`config.mk`:
```
export PLATFORM = sky130hd
export DESIGN_NAME = sipo_deserializer
export DESIGN_NICKNAME = d
export VERILOG_FILES = /design/src/rtl/sipo_deserializer.sv
export SDC_FILE = /design/constraint.sdc
export NUM_CORES = 1
export LEC_CHECK = 0
export CORE_AREA = 2 2 39 41
export DETAILED_ROUTE_END_ITERATION = 8
export DIE_AREA = 0 0 41 43
export PLACE_DENSITY = 0.72
export SYNTH_ARGS = -nofsm -noshare
export SYNTH_HDL_FRONTEND = slang
export SYNTH_SLANG_ARGS = --single-unit
```
`constraint.sdc`:
```
create_clock -name clk -period 1 [get_ports clk]
set_clock_uncertainty 0.1 [all_clocks]
set_input_delay 0.1 -clock clk [delete_from_list [all_inputs] [get_ports clk]]
set_output_delay 0.1 -clock clk [all_outputs]
set_load 0.02 [all_outputs]
```
`src/rtl/sipo_deserializer.sv`:
```
// Serial-in, parallel-out word assembler with frame resynchronisation.
// Bits shift in at the MSB, so the first bit received ends up in the LSB of par_out.
module sipo_deserializer #(
    parameter int DW = 4
) (
    input  logic          clk,
    input  logic          rst,
    input  logic          clr,
    input  logic          sof,
    input  logic          sin_vld,
    input  logic          sin,
    output logic [DW-1:0] par_out,
    output logic          par_vld,
    output logic          busy,
    output logic          frm_err
);

    localparam int              CW       = (DW > 1) ? $clog2(DW) : 1;
    localparam logic [CW-1:0]   LAST_CNT = CW'(DW - 1);

    logic [DW-1:0] r_shreg;
    logic [DW-1:0] r_par_out;
    logic [CW-1:0] r_cnt;
    logic          r_par_vld;
    logic          r_frm_err;

    logic [DW-1:0] w_shifted;
    logic [CW-1:0] w_base_cnt;
    logic          w_last;

    generate
        if (DW == 1) begin : g_narrow
            assign w_shifted = sin;
        end else begin : g_wide
            assign w_shifted = {sin, r_shreg[DW-1:1]};
        end
    endgenerate

    // A bit arriving with sof restarts the count, so it is treated as bit 0 of a fresh word.
    assign w_base_cnt = sof ? '0 : r_cnt;
    assign w_last     = (w_base_cnt == LAST_CNT);

    always_ff @(posedge clk or negedge rst) begin
        if (!rst) begin
            r_shreg   <= '0;
            r_par_out <= '0;
            r_cnt     <= '0;
            r_par_vld <= 1'b0;
            r_frm_err <= 1'b0;
        end else if (clr) begin
            r_shreg   <= '0;
            r_par_out <= '0;
            r_cnt     <= '0;
            r_par_vld <= 1'b0;
            r_frm_err <= 1'b0;
        end else begin
            r_par_vld <= 1'b0;
            r_frm_err <= sof && (r_cnt != '0);
            if (sin_vld) begin
                r_shreg <= w_shifted;
                if (w_last) begin
                    r_par_out <= w_shifted;
                    r_par_vld <= 1'b1;
                    r_cnt     <= '0;
                end else begin
                    r_cnt <= w_base_cnt + CW'(1);
                end
            end else if (sof) begin
                r_cnt <= '0;
            end
        end
    end

    assign par_out = r_par_out;
    assign par_vld = r_par_vld;
    assign frm_err = r_frm_err;
    assign busy    = (r_cnt != '0);

endmodule

```
==> impl_metrics.tcl <==
set metrics [dict create \
    finalSetupViolations 8 \
    vias 340 \
    cp_cell_sequence "or2_4 > buf_6" \
    final_cell_mix "11 x dfrtp_1, 10 x buf_4, 8 x nor2_1, 7 x mux2i_1, 7 x buf_6" \
    dp_hpwl_um 592.9 \
    grt_pass1_vias 299 \
    area_growth_pct 50.80 \
    synth_top_family_by_area "simple AND/OR/NAND/NOR gates" \
    fmax_mhz 820.2 \
    path_class "flip-flop to output port" \
    place_area_um2 646.9 \
    avgRoutedWirePerCell_um 10.58 \
    cts.sink_count 11 \
    p_per_area_nw_per_um2 1228 \
    antenna_found_initial 0 \
    detail-route-antenna-nets 0 \
    path_buf_inv 1 \
    peakVddDrop_v 0.0006055 \
    syn-cell-area_um2 467.9 \
    synth_area_per_cell_um2 12.65 \
    grt_pass1_wl_mm 1.255 \
    die-area_um2 1763 \
    synth_xor_xnor_area_share 0.03743 \
    initial_utilization 0.3382 \
    cts_tree "yes" \
    hold_viol_final 0 \
    grt_max_degree 12 \
    yosysSeqAreaShare 0.5882 \
    cp_top_family "flip-flops" \
    grt-ovfl-total 0 \
    synthSimpleGateAreaFrac 0.1898 \
    fill_cells 119 \
    r2r_cells 4 \
    setup_ws_ns -0.2192 \
    die_x_um 41 \
    hold_path.class "input pin to async pin" \
    setup.worst_path.start_class "flip-flop" \
    r2r_start "r_cnt[1]$_DFF_PN0_" \
    routabilityCongestion 0.7132 \
    maxSlewHeadroom 0.8532 \
    violations "setup timing" \
    synth_compound_area_frac 0 \
    period_share 1.219 \
    worst_slew_pin_slew_ns 0.2202 \
    final_common_cell "dfrtp_1" \
    power.total_uw 866.7 \
    slowest_delay_ns 0.38 \
    nets 68 \
    slowest_stage "dfrtp_1" \
    ys_types 13 \
    htree_levels 1 \
    n_antenna_cell 0 \
    drv_cap 0 \
    track_usage 0.1121 \
    post-route-min-period_ns 1.219 \
    p_leak_uw 0.0004002 \
    io_pins 13 \
    whs_ns 0.03105 \
    report.final.slew_viol_count 0 \
    synthAdderAreaFrac 0 \
    fp.dieH_um 43 \
    syn-num-nets 43 \
    core.rowCount 14 \
    drive_gt1_frac 0.3770 \
    crit_fanout 2 \
    numCtsBuffers 3 \
    grt_setup_unrepaired "true" \
    drc 0 \
    initialDrtViolationCount 4 \
    synthCells 37 \
    clk_pin_slew_ns 0.07 \
    clock_latency_ns 0.26 \
    required_ns 0.80 \
    portBuffers 12 \
    synth_mux_area_frac 0.1497 \
    vias_per_cell 4.416 \
    finalWirelength_um 815 \
    cts_buffer_depth 2 \
    arrival_ns 1.02 \
    ctsRootBufferMaster "clkbuf_4" \
    ys_ff_latch 11 \
    design_area_um2 705.7 \
    outcome "finished with violations" \
    r2r_end "par_out[1]$_DFFE_PN0P_" \
    rrSetupSlack_ns -0.13 \
    setup.worst_path.end_class "output port" \
    first_pass_iters 2 \
    ys.warnings.count 0 \
    fp.coreArea_um2 1384 \
]
-- synth_stat cells (all sizes together) --
library cell  number  area (um^2)
and2b              1        7.510
or2                1        6.260
nor2               9        33.78
nor3               1        5.000
nand4b             1        23.77
buf                2        16.26
dfrtp             11        275.3
nand2              1        3.750
xnor2              1        8.760
mux2i              7        70.07
xor2               1        8.760
and3b              1        8.760
-- how the worst max path moves through the flow --
| stage | startpoint | end | cells past startpoint |
|---|---|---|---|
| CTS | r_cnt[1]$_DFF_PN0_ | busy | 2 |
| global placement | sin_vld | par_out[1]$_DFFE_PN0P_ | 4 |
| finish | r_cnt[1]$_DFF_PN0_ | busy | 2 |
| global route | r_cnt[1]$_DFF_PN0_ | busy | 2 |
| floorplan | r_cnt[1]$_DFF_PN0_ | frm_err$_DFF_PN0_ | 2 |
| detailed placement | sin_vld | par_out[1]$_DFFE_PN0P_ | 4 |
-- cell families (layout without fill, tap and decap cells) --
family	Yosys count	after routing
simple gates	15	15
flops	11	11
mux	7	7
xor+xnor	2	2
buf+inv	2	26
-- worst register-to-register path: cells and delay by family (launching register included) --
family	cells	cell delay (ns)
AND/OR/NAND/NOR	2	0.19
multiplexers	1	0.21
flip-flops	1	0.38
buffers and inverters	1	0.15
-- flip-flops by register name, indices dropped and copies added, names as in the netlist --
name	cells
r_shreg	3
r_cnt	2
par_vld	1
frm_err	1
par_out	4
-- layer usage --
metal	GRT usage	wire length [um]	up-vias
met4	0.08000	12	0
met3	0.04712	49	2
li1	-	-	171
met5	0	0	-
met1	0.1318	359	158
met2	0.1563	394	9
-- repair_timing --
item / CTS / global route
buffers inserted: 1 / 2
setup endpoints to repair: 16 / 15
hold buffers: 0 / 0
pin swaps: 1 / 0
gates resized for setup: 35 / 9
-- power by group --
group          leakage [uW]  switching [uW]  internal (uW)  total (uW)
clock             0.0000150             140            154         294
combinational      0.000234            49.8           61.5         111
sequential         0.000151            6.25            455         461
-- final cells by class --
type | count | area [um^2] | share of cell area
clock buffers | 4 | 26.28 | 0.03723
well taps | 16 | 20.02 | 0.02837
flip-flops and latches | 11 | 275.3 | 0.3901
repair buffers | 22 | 202.7 | 0.2872
multi-input cells | 24 | 181.4 | 0.2571
-- through the flow --
step	setup TNS [ns]	util	setup slack, ns	std cells
after floorplan	-0.07470	-	-0.07470	37
after global placement	-3.874	0.4675	-0.3423	70
after detailed placement	-3.994	0.4675	-0.3536	70
after CTS	-0.8485	0.4792	-0.2291	75
after global routing	-1.355	0.5099	-0.2643	77
final	-0.8121	0.5099	-0.2192	77
Power figures use the tool's default switching activity.
